$ cat config.mk
export PLATFORM = sky130hd
export DESIGN_NAME = multicycle_control_unit
export DESIGN_NICKNAME = d
export VERILOG_FILES = /design/src/rtl/mips_ctrl_pkg.sv /design/src/rtl/control_output_decoder.sv /design/src/rtl/multicycle_control_unit.sv
export SDC_FILE = /design/constraint.sdc
export NUM_CORES = 1
export LEC_CHECK = 0
export BUFFER_PORTS_ARGS = -buffer_cell sky130_fd_sc_hd__buf_4
export CORE_AREA = 3 3 40 42
export CTS_BUF_LIST = sky130_fd_sc_hd__clkbuf_8
export CTS_CLUSTER_SIZE = 24
export DETAILED_ROUTE_END_ITERATION = 6
export DIE_AREA = 0 0 43 45
export PLACE_DENSITY_LB_ADDON = 0.25
export SYNTH_ARGS = -nofsm -noshare
export SYNTH_HDL_FRONTEND = slang
export SYNTH_SLANG_ARGS = --single-unit
export TNS_END_PERCENT = 30
$ cat constraint.sdc
create_clock -name clk -period 1.8 [get_ports clk]
set_clock_uncertainty 0.15 [all_clocks]
set_input_delay 0.27 -clock clk [delete_from_list [all_inputs] [get_ports clk]]
set_output_delay 0.27 -clock clk [all_outputs]
set_load 0.05 [all_outputs]
$ cat src/rtl/mips_ctrl_pkg.sv
// mips_ctrl_pkg: shared encodings for the multicycle MIPS control unit
// States, opcodes, ALU/mux select codes and the packed control word.
package mips_ctrl_pkg;
  typedef enum logic [3:0] {
    S_IDLE      = 4'd0,
    S_FETCH     = 4'd1,
    S_DECODE    = 4'd2,
    S_MEM_ADDR  = 4'd3,
    S_MEM_READ  = 4'd4,
    S_MEM_WB    = 4'd5,
    S_MEM_WRITE = 4'd6,
    S_R_EXEC    = 4'd7,
    S_R_WB      = 4'd8,
    S_BRANCH    = 4'd9,
    S_JUMP      = 4'd10,
    S_ADDI_EXEC = 4'd11,
    S_ADDI_WB   = 4'd12
  } state_t;
  localparam logic [5:0] OP_R    = 6'h00;
  localparam logic [5:0] OP_LW   = 6'h23;
  localparam logic [5:0] OP_SW   = 6'h2B;
  localparam logic [5:0] OP_BEQ  = 6'h04;
  localparam logic [5:0] OP_BNE  = 6'h05;
  localparam logic [5:0] OP_J    = 6'h02;
  localparam logic [5:0] OP_ADDI = 6'h08;
  localparam logic [1:0] ALU_ADD   = 2'b00;
  localparam logic [1:0] ALU_SUB   = 2'b01;
  localparam logic [1:0] ALU_FUNCT = 2'b10;
  localparam logic [1:0] SRCB_B    = 2'b00;
  localparam logic [1:0] SRCB_4    = 2'b01;
  localparam logic [1:0] SRCB_SE   = 2'b10;
  localparam logic [1:0] SRCB_SE2  = 2'b11;
  localparam logic [1:0] PC_ALU    = 2'b00;
  localparam logic [1:0] PC_ALUOUT = 2'b01;
  localparam logic [1:0] PC_JUMP   = 2'b10;
  typedef struct packed {
    logic       iord;
    logic       mem_read;
    logic       mem_write;
    logic       ir_write;
    logic       reg_dst;
    logic       mem_to_reg;
    logic       reg_write;
    logic       alu_src_a;
    logic [1:0] alu_src_b;
    logic [1:0] alu_op;
    logic [1:0] pc_source;
    logic       pc_write;
    logic       branch;
    logic       illegal_op;
  } ctrl_t;
  function automatic logic is_legal(input logic [5:0] op);
    return op inside {OP_R, OP_LW, OP_SW, OP_BEQ, OP_BNE, OP_J, OP_ADDI};
  endfunction
endpackage

$ cat src/rtl/control_output_decoder.sv
// control_output_decoder: maps FSM state (plus opcode/zero/mem_ready) to the control word
// Ports: state, opcode, zero, mem_ready in; ctrl (packed ctrl_t) out.
import mips_ctrl_pkg::*;
module control_output_decoder (
  input  state_t     state,
  input  logic [5:0] opcode,
  input  logic       zero,
  input  logic       mem_ready,
  output ctrl_t      ctrl
);
  always_comb begin
    ctrl = '0;
    case (state)
      S_FETCH: begin
        ctrl.mem_read  = 1'b1;
        ctrl.ir_write  = mem_ready;
        ctrl.pc_write  = mem_ready;
        ctrl.alu_src_b = SRCB_4;
        ctrl.alu_op    = ALU_ADD;
        ctrl.pc_source = PC_ALU;
      end
      S_DECODE: begin
        ctrl.alu_src_b  = SRCB_SE2;
        ctrl.alu_op     = ALU_ADD;
        ctrl.illegal_op = !is_legal(opcode);
      end
      S_MEM_ADDR, S_ADDI_EXEC: begin
        ctrl.alu_src_a = 1'b1;
        ctrl.alu_src_b = SRCB_SE;
        ctrl.alu_op    = ALU_ADD;
      end
      S_MEM_READ: begin
        ctrl.mem_read = 1'b1;
        ctrl.iord     = 1'b1;
      end
      S_MEM_WB: begin
        ctrl.reg_write  = 1'b1;
        ctrl.mem_to_reg = 1'b1;
      end
      S_MEM_WRITE: begin
        ctrl.mem_write = 1'b1;
        ctrl.iord      = 1'b1;
      end
      S_R_EXEC: begin
        ctrl.alu_src_a = 1'b1;
        ctrl.alu_src_b = SRCB_B;
        ctrl.alu_op    = ALU_FUNCT;
      end
      S_R_WB: begin
        ctrl.reg_write = 1'b1;
        ctrl.reg_dst   = 1'b1;
      end
      S_BRANCH: begin
        ctrl.alu_src_a = 1'b1;
        ctrl.alu_src_b = SRCB_B;
        ctrl.alu_op    = ALU_SUB;
        ctrl.pc_source = PC_ALUOUT;
        // only beq/bne reach BRANCH, so anything not beq is bne
        ctrl.branch    = (opcode == OP_BEQ) ? zero : !zero;
      end
      S_JUMP: begin
        ctrl.pc_write  = 1'b1;
        ctrl.pc_source = PC_JUMP;
      end
      S_ADDI_WB: ctrl.reg_write = 1'b1;
      default: ;
    endcase
  end
endmodule

$ cat src/rtl/multicycle_control_unit.sv
// multicycle_control_unit: main control FSM for the multicycle MIPS datapath
// Ports: clk, reset (async active-low), opcode, zero, mem_ready in;
// datapath enables/selects, PCWrite, zero-qualified Branch, illegal_op, state_o out.
import mips_ctrl_pkg::*;
module multicycle_control_unit #(
  parameter int OPCODE_W = 6,
  parameter int STATE_W  = 4
) (
  input  logic                clk,
  input  logic                reset,
  input  logic [OPCODE_W-1:0] opcode,
  input  logic                zero,
  input  logic                mem_ready,
  output logic                IorD,
  output logic                MemRead,
  output logic                MemWrite,
  output logic                IRWrite,
  output logic                RegDst,
  output logic                MemtoReg,
  output logic                RegWrite,
  output logic                ALUSrcA,
  output logic [1:0]          ALUSrcB,
  output logic [1:0]          ALUOp,
  output logic [1:0]          PCSource,
  output logic                PCWrite,
  output logic                Branch,
  output logic                illegal_op,
  output logic [STATE_W-1:0]  state_o
);
  state_t state, next;
  ctrl_t  ctrl;
  always_ff @(posedge clk or negedge reset)
    if (!reset) state <= S_IDLE;
    else state <= next;
  always_comb begin
    next = S_IDLE;
    case (state)
      S_IDLE:      next = S_FETCH;
      S_FETCH:     next = mem_ready ? S_DECODE : S_FETCH;
      S_DECODE:    next = (opcode == OP_LW || opcode == OP_SW) ? S_MEM_ADDR :
                          (opcode == OP_R) ? S_R_EXEC :
                          (opcode == OP_BEQ || opcode == OP_BNE) ? S_BRANCH :
                          (opcode == OP_J) ? S_JUMP :
                          (opcode == OP_ADDI) ? S_ADDI_EXEC : S_FETCH;
      S_MEM_ADDR:  next = (opcode == OP_LW) ? S_MEM_READ : S_MEM_WRITE;
      S_MEM_READ:  next = mem_ready ? S_MEM_WB : S_MEM_READ;
      S_MEM_WRITE: next = mem_ready ? S_FETCH : S_MEM_WRITE;
      S_R_EXEC:    next = S_R_WB;
      S_ADDI_EXEC: next = S_ADDI_WB;
      S_MEM_WB, S_R_WB, S_BRANCH, S_JUMP, S_ADDI_WB: next = S_FETCH;
      default:     next = S_IDLE;
    endcase
  end
  control_output_decoder u_dec (
    .state     (state),
    .opcode    (opcode),
    .zero      (zero),
    .mem_ready (mem_ready),
    .ctrl      (ctrl)
  );
  assign IorD       = ctrl.iord;
  assign MemRead    = ctrl.mem_read;
  assign MemWrite   = ctrl.mem_write;
  assign IRWrite    = ctrl.ir_write;
  assign RegDst     = ctrl.reg_dst;
  assign MemtoReg   = ctrl.mem_to_reg;
  assign RegWrite   = ctrl.reg_write;
  assign ALUSrcA    = ctrl.alu_src_a;
  assign ALUSrcB    = ctrl.alu_src_b;
  assign ALUOp      = ctrl.alu_op;
  assign PCSource   = ctrl.pc_source;
  assign PCWrite    = ctrl.pc_write;
  assign Branch     = ctrl.branch;
  assign illegal_op = ctrl.illegal_op;
  assign state_o    = state;
endmodule

# Word level (Yosys, flattened, before mapping)
# Cells that the tools add are included.
# Widths: inputs -> output; s select.
[op_classes] eq_ne=18 mux=24 reduce_logical=13
[op_table] cell="$pmux 4 s8" count=1
[op_table] cell="$eq 4x4->1 const B" count=5
[op_table] cell="$mux 4" count=5
[op_table] cell="$pmux 4 s5" count=1
[op_table] cell="$eq 4x3->1 const B" count=4
[op_table] cell="$eq 6x3->1 const B" count=2
[op_table] cell="$eq 6x6->1 const B" count=2
[op_table] cell="$mux 1" count=12
[op_table] cell="$eq 4x2->1 const B" count=2
[op_table] cell="$reduce_bool 7->1" count=1
[op_table] cell="$eq 6x2->1 const B" count=1
[op_table] cell="$eq 6x4->1 const B" count=1
[op_table] cell="$logic_not 6->1" count=1
[op_table] cell="$reduce_or 2->1" count=3
[op_table] cell="$reduce_or 6->1" count=1
[op_table] cell="$eq 4x1->1 const B" count=1
[op_table] cell="$logic_not 4->1" count=1
[op_table] cell="$mux 2" count=2
[op_table] cell="$pmux 2 s2" count=1
[op_table] cell="$reduce_or 4->1" count=1
[op_table] cell="$mux 3" count=1
[op_table] cell="$reduce_or 3->1" count=1
[op_table] cell="$logic_not 1->1" count=2
[op_table] cell="$logic_or 1x1->1" count=2
[op_table] cell="$pmux 1 s2" count=1
[word_totals] reg_bits=4 input_bits=10 out_inout_bits=21 word_cells=56

# Depth between registers and ports, before layout
[logic_depth] depth_word=7 ltp_mapped=5 mapped_depth_nobuf=4

# Cells and area by module
# A second synthesis with hierarchy kept.
[hier_totals] hier_cells=81 area_unflattened_um2=589.3
[by_module_without_submodules] mod="multicycle_control_unit" instances=1 cells_per_inst=44 area_each_um2=354.1 seq_area_each_um2=100.1
[by_module_without_submodules] mod="control_output_decoder" instances=1 cells_per_inst=37 area_each_um2=235.2 seq_area_each_um2=0.0

# Least setup slack after synthesis
# No wires, ideal clock.
[synth_path] kind="reg2out" from="register state[2] (netlist: state_o[2])" to="output port ALUSrcA" t_arrival_ns=2.219 t_required_ns=1.380 slack_ns=-0.839 path_stages_with_launch=4 path_buffers=1 cell_sequence="dfrtp_1 -> buf_2 -> nand2b_1 -> a21boi_0"
[synth_between] elab_chain_len=3 elab_cells_between_ends=6 cone_classes="eq/ne: 4; mux: 1; reduce/logical: 1"
[synth_rtl] element="from (decl)" line_no="multicycle_control_unit.sv:30" rtl="state_t state, next;"
[synth_rtl] element="from (signal assigned)" line_no="multicycle_control_unit.sv:34" rtl="else state <= next;"
[synth_rtl] element="$eq 4x2->1, or another cell as far along" line_no="control_output_decoder.sv:13" rtl="case (state)"
[synth_rtl] element="$reduce_or 4->1 (no source line) *"
[synth_rtl] element="$mux 1 *" line_no="control_output_decoder.sv:13"
[synth_rtl] element="to (decl)" line_no="multicycle_control_unit.sv:21" rtl="output logic ALUSrcA,"
# Every way passes the cells marked *; elsewhere a longest branch is shown, timed or not.

# Worst setup path in the final report
[layout_path] from="register state[0] (netlist: state_o[0])" to="output port illegal_op"
[layout_between] elab_chain_len=2
[layout_rtl] element="$eq 4x2->1" line_no="control_output_decoder.sv:13"
[layout_rtl] element="$mux 1" line_no="control_output_decoder.sv:13"
[layout_rtl] element="to (decl)" line_no="multicycle_control_unit.sv:27" rtl="output logic illegal_op,"
# No other way between the ends.

==> flow_metrics.tcl <==
set metrics [dict create \
    powerDensity_mw_per_mm2 1898 \
    wire_per_inst_um 23.42 \
    comb_power_share_pct 84.2 \
    synth_flop_cell "dfrtp_1" \
    port_buffers 30 \
    via_per_inst 6.529 \
    gp_congestion 0.7761 \
    cap_violations 0 \
    avgSynthCellArea_um2 7.034 \
    ys_ff_latch 4 \
    routed_wl_mm 3.185 \
    synthesis.area_um2 520.5 \
    cts_buffer_depth 2 \
    clk_latency_ns 0.22 \
    utilization_pct 97.27 \
    swShare_pct 55.21 \
    syn_nets 84 \
    slew_headroom_pct 66.84 \
    period_share_pct 110.6 \
    cts_sinks 4 \
    post-route-cell-area_mm2 0.001250 \
    synth.area.top_cells "dfrtp_1 19%, nor2_1 10%, nor3_1 7.7%" \
    cts_root_buf "clkbuf_8" \
    peakVddDrop_mv 1.149 \
    critPathTopFamily "simple AND/OR/NAND/NOR gates" \
    ys_seq_area_share_pct 19.23 \
    cts_max_level 1 \
    synth-async-reset-ratio_pct 100.0 \
    drt_iter0_markers 43 \
    syn-instance-count 74 \
    critical_path_required_ns 1.38 \
    area_growth_syn_to_layout_pct 140.1 \
    yosys.area.top_type_share_pct 19.23 \
    critPathMaxStageDelay_ns 0.48 \
    internal_power_mw 1.063 \
    grt_pass1_wl_mm 3.953 \
    drive_above_1_share_pct 72.73 \
    setup.worst_path.start_class "flip-flop" \
    switching_power_mw 1.310 \
    slew_violations 0 \
    ioPinCount 31 \
    place_inst 126 \
    cts_tree "yes" \
    dr.pass1.iters 4 \
    crit_arrival_ns 1.57 \
    dp_hpwl_mm 1.502 \
    crit_chain "nor2b_4 -> nand2_2 -> or3_4 -> nor2_4 -> buf_6" \
    grt_setup_unrepaired "true" \
    dieArea_mm2 0.001935 \
    place_area_um2 979.7 \
    routed-via-count 888 \
    period_minus_slack_ns 1.991 \
    antenna_found_initial 0 \
    cp_slowest_cell "dfrtp_4" \
    core_mm2 0.001285 \
    power_frac_seq_pct 8.0 \
    setup-violations-final 11 \
    numCtsBuffers 3 \
    hold_violations 0 \
    grt_use_total_pct 28.02 \
    hold_slack_ns 0.1566 \
    hold_class "in2reg" \
    dieHeight_um 45 \
    p_leak_nw 0.5220 \
    violations "negative setup slack" \
    status "complete, but fails checks" \
    synth-edff-count 0 \
    ant_nets 0 \
    post-synth-top-count-cell "nor2_1" \
    die_x_um 43 \
    yosysTopAreaCell "dfrtp_1" \
    largest_register_ffs 4 \
    overflow 0 \
    num_rows 13 \
    synth_warnings 0 \
    cp.buffers_inverters 1 \
    finalNetCount 133 \
    max_freq_ghz 0.5024 \
    clkTransAtPathRegs_ns 0.03 \
    n_antenna_cell 0 \
    first_global_vias 798 \
    grt_max_degree 14 \
    synthDistinctLibCells 33 \
    fin_ws_ns -0.1906 \
    crit_path_end_kind "output pin" \
    tns_ns -0.7458 \
    drc_errors 0 \
    tightestPinTransition_ns 0.4936 \
    fin_cells 136 \
    clockPowerShare_pct 7.9 \
    worstSetupPathType "reg2out" \
    synth_common_cells "14 x nor2_1, 8 x nor3_1, 5 x nand2_1" \
    path_max_fanout 3 \
    initial_core_util_pct 40.51 \
]
[path summary, 6_finish.rpt]
path | slack, ns | startpoint | depth (start not counted) | to
min | 0.16 | opcode[5] | 2 | state_o[3]
max reg2reg | 0.03 | state_o[0] | 6 | state_o[1]
max | -0.19 | state_o[0] | 5 | illegal_op
min in group asynchronous | 0.23 | reset | 2 | state_o[3]
min reg2reg | 0.56 | state_o[3] | 2 | state_o[2]
max in group asynchronous | 1.15 | reset | 2 | state_o[0]
[through the flow]
stage | setup slack, ns | total power, mW
2_1_floorplan | -0.07658 | 1.333
3_3_place_gp | -0.03395 | 1.711
3_5_place_dp | -0.08472 | 1.746
4_1_cts | -0.1843 | 2.116
5_1_grt | -0.2316 | 2.444
6_report | -0.1906 | 2.373
[worst register-to-register path: stages (launching register included)]
cell	delay (ns)
dfrtp_4	0.48
nor2b_4	0.16
nand2_2	0.10
buf_4	0.14
buf_4	0.12
a2111o_1	0.40
o211ai_1	0.12
[routing by layer]
layer  global-route usage [%]  vias up  wire (um)
met2                    51.20       77       1670
li1                         -      370          -
met5                        0        -          0
met1                    30.02      419       1054
met3                    4.382       22        275
met4                    18.07        0        184
[logic make-up after synthesis]
kind of cell | after synthesis | synth area share, %
AND/OR/NAND/NOR | 46 | 47.84
AO/OA/AOI/OAI | 17 | 25.24
buffers and inverters | 5 | 4.325
flip-flops | 4 | 19.23
XOR/XNOR | 2 | 3.366
[cell type report]
| cell class | instances | area, um2 |
|---|---|---|
| fillers | 22 | 35.03 |
| clock buffers | 3 | 41.29 |
| inverters | 1 | 3.754 |
| repair buffers | 48 | 459.2 |
| multi-input cells | 65 | 619.3 |
| well taps | 15 | 18.77 |
| flip-flops and latches | 4 | 107.6 |
[layout by cell type (no fill, tap or decap), drive strengths merged, types with 2 or more instances in the layout]
master  Yosys  layout
or3         2       2
nor2b       4       4
clkbuf      1       3
nand2b      4       4
dfrtp       4       4
a21oi       4       4
nor3        8       8
buf         3      47
xnor2       2       2
nor4b       2       2
nor2       15      15
a21boi      2       2
nand2       5       5
[power groups by stage]
stage                     Clock, mW  Sequential [mW]  Combinational (mW)
after detailed placement          0            0.179                1.57
after global placement            0            0.177                1.53
after global routing          0.197            0.194                2.05
final                         0.187            0.189                2.00
after floorplan                   0            0.310                1.02
after CTS                     0.190            0.178                1.75
[what timing repair did]
| item | CTS | global route |
|---|---|---|
| hold buffers | 1 | 0 |
| pin swaps | 6 | 3 |
| endpoints found under the hold margin | 4 | 0 |
| setup buffers | 4 | 2 |
| endpoints found under the setup margin | 14 | 17 |
| resized for setup | 22 | 19 |
No activity file was read; power rests on OpenSTA's default activity.
